<file path="src/rtl/dmem_arbiter.sv">
// Two-requester round-robin arbiter in front of a single-port word data memory.
// Ports:
//   clk, rst_n                       clock, async active-low reset
//   m0_*/m1_* req,we,addr,wdata      requester transaction inputs (req held until ack)
//   m0_*/m1_* ack,rdata,err          one-cycle completion pulse with read data / error flag
//   mem_addr, mem_wdata, mem_w, mem_r  memory command outputs
//   mem_rdata                        memory read data
module dmem_arbiter #(
  parameter int unsigned RD_WAIT   = 4,
  parameter int unsigned MEM_BYTES = 1024
) (
  input  logic        clk,
  input  logic        rst_n,
  input  logic        m0_req,
  input  logic        m0_we,
  input  logic [31:0] m0_addr,
  input  logic [31:0] m0_wdata,
  output logic        m0_ack,
  output logic [31:0] m0_rdata,
  output logic        m0_err,
  input  logic        m1_req,
  input  logic        m1_we,
  input  logic [31:0] m1_addr,
  input  logic [31:0] m1_wdata,
  output logic        m1_ack,
  output logic [31:0] m1_rdata,
  output logic        m1_err,
  output logic [31:0] mem_addr,
  output logic [31:0] mem_wdata,
  output logic        mem_w,
  output logic        mem_r,
  input  logic [31:0] mem_rdata
);

  localparam int unsigned AW = 32;
  localparam int unsigned DW = 32;
  localparam int unsigned CW = 4;
  localparam logic [AW-1:0] ADDR_MAX = AW'(MEM_BYTES - 4);
  localparam logic [CW-1:0] CNT_INIT = CW'(RD_WAIT - 1);

  typedef enum logic [1:0] {IDLE, ACCESS, WAIT, DONE} state_t;

  state_t        state_q, state_d;
  logic [CW-1:0] cnt_q, cnt_d;
  logic          last_q, last_d;
  logic          owner_q, owner_d;
  logic          we_q, we_d;
  logic [AW-1:0] addr_q, addr_d;
  logic [DW-1:0] wdata_q, wdata_d;

  // next values of the registered outputs
  logic          ack_d, err_d;
  logic [DW-1:0] rdata_d;
  logic          mem_w_d, mem_r_d;
  logic [AW-1:0] mem_addr_d;
  logic [DW-1:0] mem_wdata_d;

  // arbitration and request selection
  logic          gnt_c, sel_we_c, bad_c;
  logic [AW-1:0] sel_addr_c;
  logic [DW-1:0] sel_wdata_c;

  // on a tie grant whoever did not win last; otherwise whoever is asking
  always_comb begin
    gnt_c       = (m0_req && m1_req) ? ~last_q : m1_req;
    sel_we_c    = gnt_c ? m1_we    : m0_we;
    sel_addr_c  = gnt_c ? m1_addr  : m0_addr;
    sel_wdata_c = gnt_c ? m1_wdata : m0_wdata;
    bad_c       = (sel_addr_c[1:0] != 2'b00) || (sel_addr_c > ADDR_MAX);
  end

  // state and context registers
  always_ff @(posedge clk or negedge rst_n) begin
    if (!rst_n) begin
      state_q <= IDLE;
      cnt_q   <= '0;
      last_q  <= 1'b1;
      owner_q <= 1'b0;
      we_q    <= 1'b0;
      addr_q  <= '0;
      wdata_q <= '0;
    end else begin
      state_q <= state_d;
      cnt_q   <= cnt_d;
      last_q  <= last_d;
      owner_q <= owner_d;
      we_q    <= we_d;
      addr_q  <= addr_d;
      wdata_q <= wdata_d;
    end
  end

  // next state plus next values of every output, so outputs line up with the state they belong to
  always_comb begin
    state_d     = state_q;
    cnt_d       = cnt_q;
    last_d      = last_q;
    owner_d     = owner_q;
    we_d        = we_q;
    addr_d      = addr_q;
    wdata_d     = wdata_q;
    ack_d       = 1'b0;
    err_d       = 1'b0;
    rdata_d     = '0;
    mem_w_d     = 1'b0;
    mem_r_d     = 1'b0;
    mem_addr_d  = '0;
    mem_wdata_d = '0;
    case (state_q)
      IDLE: begin
        if (m0_req || m1_req) begin
          owner_d     = gnt_c;
          last_d      = gnt_c;
          we_d        = sel_we_c;
          addr_d      = sel_addr_c;
          wdata_d     = sel_wdata_c;
          mem_addr_d  = sel_addr_c;
          mem_wdata_d = sel_wdata_c;
          if (bad_c) begin
            // illegal address: skip the memory entirely and report straight away
            state_d = DONE;
            ack_d   = 1'b1;
            err_d   = 1'b1;
          end else begin
            state_d = ACCESS;
            cnt_d   = CNT_INIT;
            mem_w_d = sel_we_c;
            mem_r_d = ~sel_we_c;
          end
        end
      end
      ACCESS, WAIT: begin
        mem_addr_d  = addr_q;
        mem_wdata_d = wdata_q;
        if (we_q || (cnt_q == '0)) begin
          // last strobe cycle: capture read data into the owner's rdata register
          state_d = DONE;
          ack_d   = 1'b1;
          rdata_d = we_q ? '0 : mem_rdata;
        end else begin
          state_d = WAIT;
          cnt_d   = cnt_q - CW'(1);
          mem_r_d = 1'b1;
        end
      end
      DONE:    state_d = IDLE;
      default: state_d = IDLE;
    endcase
  end

  // output registers; completion is routed to the owner only
  always_ff @(posedge clk or negedge rst_n) begin
    if (!rst_n) begin
      m0_ack    <= 1'b0;
      m0_err    <= 1'b0;
      m0_rdata  <= '0;
      m1_ack    <= 1'b0;
      m1_err    <= 1'b0;
      m1_rdata  <= '0;
      mem_w     <= 1'b0;
      mem_r     <= 1'b0;
      mem_addr  <= '0;
      mem_wdata <= '0;
    end else begin
      m0_ack    <= ack_d & ~owner_d;
      m0_err    <= err_d & ~owner_d;
      m0_rdata  <= owner_d ? '0 : rdata_d;
      m1_ack    <= ack_d & owner_d;
      m1_err    <= err_d & owner_d;
      m1_rdata  <= owner_d ? rdata_d : '0;
      mem_w     <= mem_w_d;
      mem_r     <= mem_r_d;
      mem_addr  <= mem_addr_d;
      mem_wdata <= mem_wdata_d;
    end
  end

endmodule

</file>
<file path="config.mk">
export PLATFORM = sky130hd
export DESIGN_NAME = dmem_arbiter
export DESIGN_NICKNAME = d
export VERILOG_FILES = /design/src/rtl/dmem_arbiter.sv
export SDC_FILE = /design/constraint.sdc
export NUM_CORES = 1
export LEC_CHECK = 0
export CAP_MARGIN = 20
export CORE_ASPECT_RATIO = 1.1
export CORE_MARGIN = 1
export CORE_UTILIZATION = 48
export CTS_BUF_LIST = sky130_fd_sc_hd__clkbuf_16
export DETAILED_ROUTE_END_ITERATION = 16
export PLACE_DENSITY = 0.85
export SYNTH_ARGS = -nofsm -noshare
export SYNTH_HDL_FRONTEND = slang
export SYNTH_SLANG_ARGS = --single-unit
</file>
<file path="constraint.sdc">
create_clock -name clk -period 3 [get_ports clk]
set_clock_uncertainty 0.1 [all_clocks]
set_input_delay 0.3 -clock clk [delete_from_list [all_inputs] [get_ports clk]]
set_output_delay 0.3 -clock clk [all_outputs]
set_load 0.02 [all_outputs]
</file>
Word-level counts from Yosys, hierarchy flattened:

Index checks and enable logic that the tools add are counted.

* equality and inequality tests: 6
* mux-type cells: 35
* bitwise logic cells: 7
* add/subtract/negate cells: 1
* reduce and logical (&&, ||, !) cells: 11
* magnitude comparators: 1

Operators by type and width (count)
* two-way mux 32 bit: 9
* case mux 32 bit (2 select lines): 2
* greater-than comparator 32 x 10 -> 1 bit (second input constant): 1
* two-way mux 1 bit: 15
* two-way mux 4 bit: 3
* case mux 4 bit (2 select lines): 1
* != test 2 bit (second input constant): 3
* case mux 2 bit (3 select lines): 1
* AND 1 bit: 4
* == test 2 bit (second input constant): 2
* zero test 4 bit: 1
* two-way mux 2 bit: 2
* case mux 1 bit (2 select lines): 2
* AND reduction 4 bit: 1
* nonzero test 2 bit: 2
* subtractor 4 x 1 -> 4 bit (second input constant): 1
* logical OR 1 bit: 3
* inverter 1 bit: 3
* == test 2 x 1 -> 1 bit (second input constant): 1
* zero test 2 bit: 1
* AND reduction 2 bit: 1
* OR reduction 2 bit: 1
* logical AND 1 bit: 1

* logic and storage cells: 78
* output and inout bits: 134
* flip-flop bits (word level): 207
* bits of input ports: 166

Logic depth before layout (Yosys ltp):

Gate-level depths: netlist of the first run.

* depth in word-level cells: 9
* mapped depth: 9
* gate-level depth less buffers: 7

Worst setup path after synthesis of the first run:

Ideal clock, no wire load.

* path type: register to register
* start point: register state_q[0]
* end point: register cnt_q[0]
* clock period less this slack: 1.873 ns
* arrival: 1.640 ns
* stages on the path, launching flop included: 8
* path buffers: 1
* setup time: 0.132 ns
* slack: 1.127 ns
* data required time: 2.768 ns
* cells stage by stage: dfrtp_1 > inv_1 > ha_1 > buf_2 > o21ai_2 > a2111oi_2 > o311a_1 > a21oi_1

* longest elaborated chain between the ends: 4
* elaborated cells on any way between the ends: 10
* those cells by class: eq/ne: 5; mux: 1; reduce/logical: 4

RTL lines
* from (decl): line 43 `state_t state_q, state_d;`
* from (signal assigned): line 83 `state_q <= state_d;`
* == test 2 x 1 -> 1 bit or == test 2 bit (tied branches): line 109 `case (state_q)`
* OR reduction 2 bit: line 109
* != test 2 bit (no source line) or nonzero test 2 bit (tied branches)
* AND reduction 4 bit (no source line)
* to (signal assigned): line 84 `cnt_q <= cnt_d;`
* to (decl): line 44 `logic [CW-1:0] cnt_q, cnt_d;`

Several ways; a longest one is shown, not always the timed one.
A chain may end at the register's enable or synchronous reset.

Final worst setup path of the first run:

* start point: input m0_addr[1]
* end point: register cnt_q[1]

* longest elaborated chain between the ends: 5
* elaborated cells on any way between the ends: 6
* those cells by class: order compare: 1; eq/ne: 1; mux: 1; reduce/logical: 3

RTL lines
* from (decl): line 16 `input logic [31:0] m0_addr,`
* two-way mux 32 bit (*): line 67 `sel_addr_c = gnt_c ? m1_addr : m0_addr;`
* greater-than comparator 32 x 10 -> 1 bit or nonzero test 2 bit (tied branches): line 69 `bad_c = (sel_addr_c[1:0] != 2'b00) || (sel_addr_c > ADDR_MAX);`
* logical OR 1 bit (*): line 69
* != test 2 bit (no source line) (*)
* AND reduction 4 bit (no source line) (*)

Mark *: on every way between the ends. The rest lies on a longest branch, timed or not.

==> summary.md, run 1 <==
| Metric | Value |
|---|---|
| Adder-cell share of the synthesized area | `0.602%` |
| Final min period | `2.31 ns` |
| Vias in the first global route | `6,460` |
| Outcome | `finished clean` |
| Cts repair resizes | `0` |
| Synth area leaders | `dfrtp_1 62%, mux2i_1 7.8%, nor2_1 6.1%` |
| Worst skew pair latency | `0.48 ns` |
| Net count of the mapped netlist | `881` |
| Total track usage | `24.8%` |
| Clock Pin Slew Worst Setup and Hold Paths | `0.06 ns` |
| Synth Cell Area | `8310 sq um` |
| Slowest cell delay on critical path | `0.57 ns` |
| Pre-CTS setup slack | `0.255 ns` |
| Worst endpoint required time | `3.27 ns` |
| Compound-cell area share of the yosys netlist | `12.5%` |
| Ant diodes | `0` |
| CP arrival | `2.58 ns` |
| Total gr overflow | `0` |
| Vert. Die Dim | `140 microns` |
| Distinct cell type count after synthesis | `39` |
| Synth Area in XOR/XNOR | `0%` |
| Final period util | `76.9%` |
| Hold slack | `0.286 ns` |
| Clk pwr share | `21.6%` |
| CP bufs+invs | `1` |
| Multiplexer area fraction after synthesis | `8.01%` |
| Top-area cell type share of the netlist area | `62.0%` |
| RSZ-0062 raised after global routing | `no` |
| Syn. warnings | `0` |
| H-tree depth | `1` |
| Die area | `17,800 sq um` |
| Drt pass-1 iters | `4` |
| Postcts setup bufs | `0` |
| Crit path kind | `in -> reg` |
| Placement Cell Area | `11,500 sq um` |
| CP Max Fanout | `10` |
| Post-DR wirelength/cell | `17.8 microns` |
| Logic pwr share | `41.9%` |
| Sequential share of power | `36.5%` |
| Final hold viol count | `0` |
| HPWL after DPL | `15.6 mm` |
| Antenna violations before repair | `1` |
| TritonCTS clock tree | `built` |
| Largest family of logic cells by synthesized area | `simple AND/OR/NAND/NOR gates` |
| Startpoint types | `primary input` |
| P&R area growth vs syn | `46.7%` |
| Via-per-instance ratio | `5.12` |
| Layout cells sized above 1 | `5.69%` |
| CTS Buf Count | `21` |
| Critical path, cell by cell | `clkdlybuf4s50_1 > nor4_1 > nand4_1 > nor3_4 > o311ai_4 > mux2_4` |
| Initial DRC count | `427` |
| # setup viols final | `0` |
| Slew HR | `50.2%` |
| P_leak | `0.00583 uW` |
| Syn_area_per_cell | `11.7 sq um` |
| Fmax | `0.434 GHz` |
| Critical path's slowest cell | `nor4_1` |
| Detail Route Antenna Nets | `0` |
| Final nets | `1,175` |
| Io pins | `300` |
| Synth Area in Simple Gates | `13.3%` |
| Largest net degree at the start of global routing | `78` |
| Cell-internal power | `7310 uW` |
| CTS Sinks | `207` |
| Peak VDD IR | `0.670 mV` |
| Final core utilization | `71.9%` |
| # hold bufs at CTS | `1` |
| Top cell type by total area after synthesis | `dfrtp_1` |
| Via count of the routed design | `6,421` |
| PnR worst setup slack | `0.693 ns` |
| Capturing element type of the critical path | `flop` |
| Clk buf depth | `3` |
| Rows | `50` |
| First-pass GRT wire length | `34.2 mm` |
| Net Sw Frac | `36.1%` |
| Crit-path leading delay family | `simple AND/OR/NAND/NOR gates` |
| Fill count | `1,188` |
| Hold Path Class | `in -> async` |
| Final Max Slew Viols | `0` |
| Total core area | `17,000 sq um` |
| Placer Congestion | `0.796` |
| CTS root buffer | `clkbuf_16` |
| P_sw | `4120 uW` |
| IO Port Bufs | `299` |
| Post-route cell area | `12,200 sq um` |
| P per Cell Area | `937 nW/um^2` |
| Setup TNS Final | `0 ns` |
| Effective utilization at floorplan | `49.0%` |
| Drt drc | `0` |
| DRT Wirelength | `22.3 mm` |
| Die Wd | `127 microns` |
| Synth Register Bits | `207` |
| Post-Syn Instances | `711` |
| Part of the Yosys area used for sequential elements | `62.3%` |
| Worst slew pin tran | `0.747 ns` |
| Max-cap violations | `0` |
## final cells by class
cell class	count	area, sq um	area share [%]
sequential	207	5180	42.5
timing repair buffer	314	3170	26.0
multi-input combinational	454	2880	23.6
clock buffer	21	526	4.31
tap	234	293	2.40
clock inverter	16	121	0.995
inverter	7	26.3	0.215
## cells by family (layout without fill, tap and decap cells)
kind of cell               count (synthesis)  after routing
buffers and inverters                     50            358
AOI/OAI and AO/OA                        155            155
and+or+nand+nor                          229            229
muxes                                     66             66
DFF                                      207            207
adders and majority gates                  4              4
## cell usage after synthesis
master	instances
a21boi_4	1
a2bb2oi_1	2
mux2i_1	65
ha_1	4
a31oi_1	3
o311ai_4	1
buf_6	1
and2_1	64
buf_2	4
nand2_1	5
nor4_1	14
dfrtp_1	206
nor3_1	4
o21ai_0	4
inv_2	1
o31ai_1	2
clkbuf_1	24
a2111oi_2	1
a21o_1	65
o31a_1	1
nand4_1	2
dfstp_2	1
mux2_4	1
clkbuf_2	6
nor3b_1	1
buf_8	5
inv_1	6
buf_4	1
nor3_2	2
nor3_4	1
nand3_2	1
o21ai_2	2
o311a_1	1
nor2_1	134
a21oi_1	68
o211ai_1	3
buf_1	2
a22oi_4	1
nor2_4	1
## cells in the final DEF (no fill, tap or decap), types with 13 or more instances in the layout
master / Yosys / routed
clkdlybuf4s50_1: 0 / 298
dfrtp_1: 206 / 206
nor2_1: 134 / 134
a21oi_1: 68 / 68
mux2i_1: 65 / 65
a21o_1: 65 / 65
and2_1: 64 / 64
clkbuf_16: 0 / 21
nor4_1: 14 / 14
inv_1: 6 / 13
## flip-flops by register name (all words and copies together) (netlist names)
| register | cells |
|---|---|
| owner_q | 1 |
| mem_w | 1 |
| m0_rdata | 32 |
| mem_wdata | 32 |
| mem_r | 1 |
| m0_ack | 1 |
| cnt_q | 4 |
| state_q | 2 |
| wdata_q | 32 |
| addr_q | 32 |
| mem_addr | 32 |
| m1_err | 1 |
| m1_ack | 1 |
| m1_rdata | 32 |
| last_q | 1 |
| m0_err | 1 |
| we_q | 1 |
## power by group through the flow
stage | Sequential, uW | Clock [uW] | Combinational [uW]
floorplan | 4720 | 0 | 2360
global placement | 4160 | 0 | 4660
detailed placement | 4210 | 0 | 4790
CTS | 4160 | 2520 | 4820
global route | 4250 | 2630 | 5180
finish | 4170 | 2470 | 4790
## path summary, 6_finish.rpt
path,start,endpoint,slack (ns),cells past startpoint
min in group clk,mem_rdata[24],m1_rdata[24],0.29,2
max in group asynchronous,rst_n,last_q,1.69,3
max,m0_addr[1],cnt_q[1],0.69,6
min reg2reg,addr_q[10],addr_q[10],0.38,1
max reg2reg,cnt_q[0],m1_rdata[10],0.79,7
min,rst_n,mem_addr[8],0.29,2
## through the flow
stage	total power [uW]	cells
3_3_place_gp	8820	1215
5_1_grt	12100	1253
3_5_place_dp	9000	1215
2_1_floorplan	7080	711
4_1_cts	11500	1253
6_report	11400	1253
## routing by layer
metal	global-route usage [%]	part of all wire, %
met3	7.49	9.3
met4	6.83	2.2
met5	0	0.085
met2	45.0	52
met1	28.0	36
(Power assumes the default switching activity.)
==> inputs of run 2 (changes only) <==
- CORE_UTILIZATION: 48 -> 45
- PLACE_DENSITY: 0.85 -> 0.81
- clock period: 3 -> 2.3 ns (I/O delays scaled with it)
==> run 2 against run 1 <==
Compared with the run above: total power increased by 31%; setup slack got worse by 0.46 ns; critical path type is now reg -> reg; clock-buffer cell count unchanged; largest power group unchanged; sequential cell count unchanged.
==> summary.md, run 2 (synthesis gave the netlist of run 1 again) <==
| Metric | Value |
|---|---|
| Ant diodes | `0 (unchanged)` |
| CP Max Fanout | `24 (was 10)` |
| Final core utilization | `69.6% (was 71.9%)` |
| Crit path kind | `reg -> reg (was in -> reg)` |
| Clock Pin Slew Worst Setup and Hold Paths | `0.06 ns (about the same)` |
| # setup viols final | `0 (unchanged)` |
| CTS Buf Count | `21 (unchanged)` |
| Min-Delay Path Depth | `2` |
| Final hold viol count | `0 (unchanged)` |
| Rows | `51 (was 50)` |
| Startpoint types | `flop (was primary input)` |
| Largest net degree at the start of global routing | `68 (was 78)` |
| Die area | `19,000 sq um (was 17,800 sq um)` |
| Hold slack | `0.201 ns (was 0.286 ns)` |
| Peak VDD IR | `1.06 mV (was 0.670 mV)` |
| P_leak | `0.00591 uW (was 0.00583 uW)` |
| Worst skew pair latency | `0.49 ns (was 0.48 ns)` |
| Slew HR | `59.8% (was 50.2%)` |
| H-tree depth | `1 (unchanged)` |
| Worst Hold End | `m0_rdata[19]` |
| Final Max Slew Viols | `0 (unchanged)` |
| Vias in the first global route | `6,470 (was 6,460)` |
| Max-cap violations | `0 (unchanged)` |
| Post-DR wirelength/cell | `17.2 microns (was 17.8 microns)` |
| HPWL after DPL | `15.7 mm (was 15.6 mm)` |
| Vert. Die Dim | `145 microns (was 140 microns)` |
| Capturing element type of the critical path | `flop (unchanged)` |
| Hold wc startpoint | `mem_rdata[19]` |
| RSZ-0062 raised after global routing | `no (unchanged)` |
| Via-per-instance ratio | `5.07 (was 5.12)` |
| Via count of the routed design | `6,452 (was 6,421)` |
| Drt drc | `0 (unchanged)` |
| DRT Wirelength | `21.9 mm (was 22.3 mm)` |
| Setup TNS Final | `0 ns (unchanged)` |
| Worst slew pin tran | `0.604 ns (was 0.747 ns)` |
| Outcome | `finished clean (unchanged)` |
| Fill count | `1,288 (was 1,188)` |
| Clk buf depth | `3 (unchanged)` |
| Initial DRC count | `363 (was 427)` |
| Fmax | `0.485 GHz` |
| Final period util | `89.7%` |
| Most common cell after layout, fill and taps aside | `clkdlybuf4s50_1 (unchanged)` |
| Total core area | `17,900 sq um (was 17,000 sq um)` |
| Placer Congestion | `0.883 (was 0.796)` |
| Die Wd | `132 microns (was 127 microns)` |
| Worst r2r src | `state_q[0] (was cnt_q[0])` |
| Worst R2R Path Depth | `8 (was 7)` |
| Overall Power | `15,000 uW (was 11,400 uW)` |
| TritonCTS clock tree | `built (unchanged)` |
| IO Port Bufs | `299 (unchanged)` |
| P per Cell Area | `1200 nW/um^2 (was 937 nW/um^2)` |
| Effective utilization at floorplan | `46.5% (was 49.0%)` |
| CP arrival | `2.39 ns (was 2.58 ns)` |
| P&R area growth vs syn | `49.6% (was 46.7%)` |
| Hold Path Class | `in -> reg (was in -> async)` |
| Final nets | `1,193 (was 1,175)` |
| CTS root buffer | `clkbuf_16 (unchanged)` |
| CTS Sinks | `207 (unchanged)` |
| Reg2reg end | `m0_rdata[0] (was m1_rdata[10])` |
| Final min period | `2.06 ns` |
| Total track usage | `23.0% (was 24.8%)` |
| Layout cells sized above 1 | `7.64% (was 5.69%)` |
| Worst endpoint required time | `2.63 ns (was 3.27 ns)` |
| Detail Route Antenna Nets | `0 (unchanged)` |
| Total gr overflow | `0 (unchanged)` |
| Antenna violations before repair | `0 (was 1)` |
| Commonest non-fill, non-tap cells in the layout | `298 x clkdlybuf4s50_1, 206 x dfrtp_1, 134 x nor2_1 (unchanged)` |
| Io pins | `300 (unchanged)` |
| Drt pass-1 iters | `4 (unchanged)` |
| R2R setup slack | `0.24 ns (was 0.79 ns)` |
| First-pass GRT wire length | `34.2 mm (about the same)` |
## run 2: repair_timing
| item | 4_1_cts | 5_1_grt |
|---|---|---|
| endpoints found under the hold margin | 62 | 0 |
| setup endpoints to repair | 0 | 1 |
| setup buffers | 0 | 0 |
| gates resized for setup | 0 | 1 |
| hold buffers | 1 | 0 |
## run 2: worst max path at each step
stage / from / end / depth (start not counted) / slack [ns]
finish: state_q[0] / m0_rdata[0] / 8 / 0.24
global route: state_q[0] / m0_rdata[0] / 8 / 0.09
detailed placement: m1_req / m0_ack / 7 / 0.009
CTS: cnt_q[0] / m0_rdata[0] / 7 / 0.14
floorplan: state_q[0] / cnt_q[0] / 7 / 0.43
global placement: m1_addr[27] / cnt_q[1] / 6 / 0.08
## run 2: stage by stage
stage               area, sq um  setup WS [ns]  std cells
floorplan                  8310          0.427        711
global placement          11800         0.0848       1237
detailed placement        11800        0.00895       1237
CTS                       12400          0.137       1272
global route              12400         0.0949       1272
finish                    12400          0.236       1272
## run 2: metal layers
metal | track usage, % | part of all wire, %
met5 | 0 | 0
met4 | 8.14 | 2.9
met3 | 6.59 | 7.9
met2 | 40.0 | 50
met1 | 27.3 | 39
## run 2: layout make-up
class                           instances  area [sq um]  area share, %
Timing Repair Buffer                  332          3420           27.5
Tap cell                              238           298           2.40
Clock buffer                           21           526           4.23
Sequential cell                       207          5180           41.7
Clock inverter                         13          97.6          0.785
Inverter                                7          26.3          0.211
Multi-Input combinational cell        454          2880           23.2
## run 2: critical path: stages, from the launching register on
cell and delay [ns]:
dfrtp_1 0.40, inv_1 0.07, ha_2 0.36, nand2_1 0.14
a22oi_4 0.20, inv_2 0.09, nor3_2 0.30, buf_12 0.20
and2_1 0.16
## run 2: power breakdown
part / internal, uW / leakage, uW / switching, uW
Combinational: 2910 / 0.00291 / 3520
Sequential: 4900 / 0.00270 / 521
Clock: 1770 / 0.000297 / 1350
Total: 9580 / 0.00591 / 5380
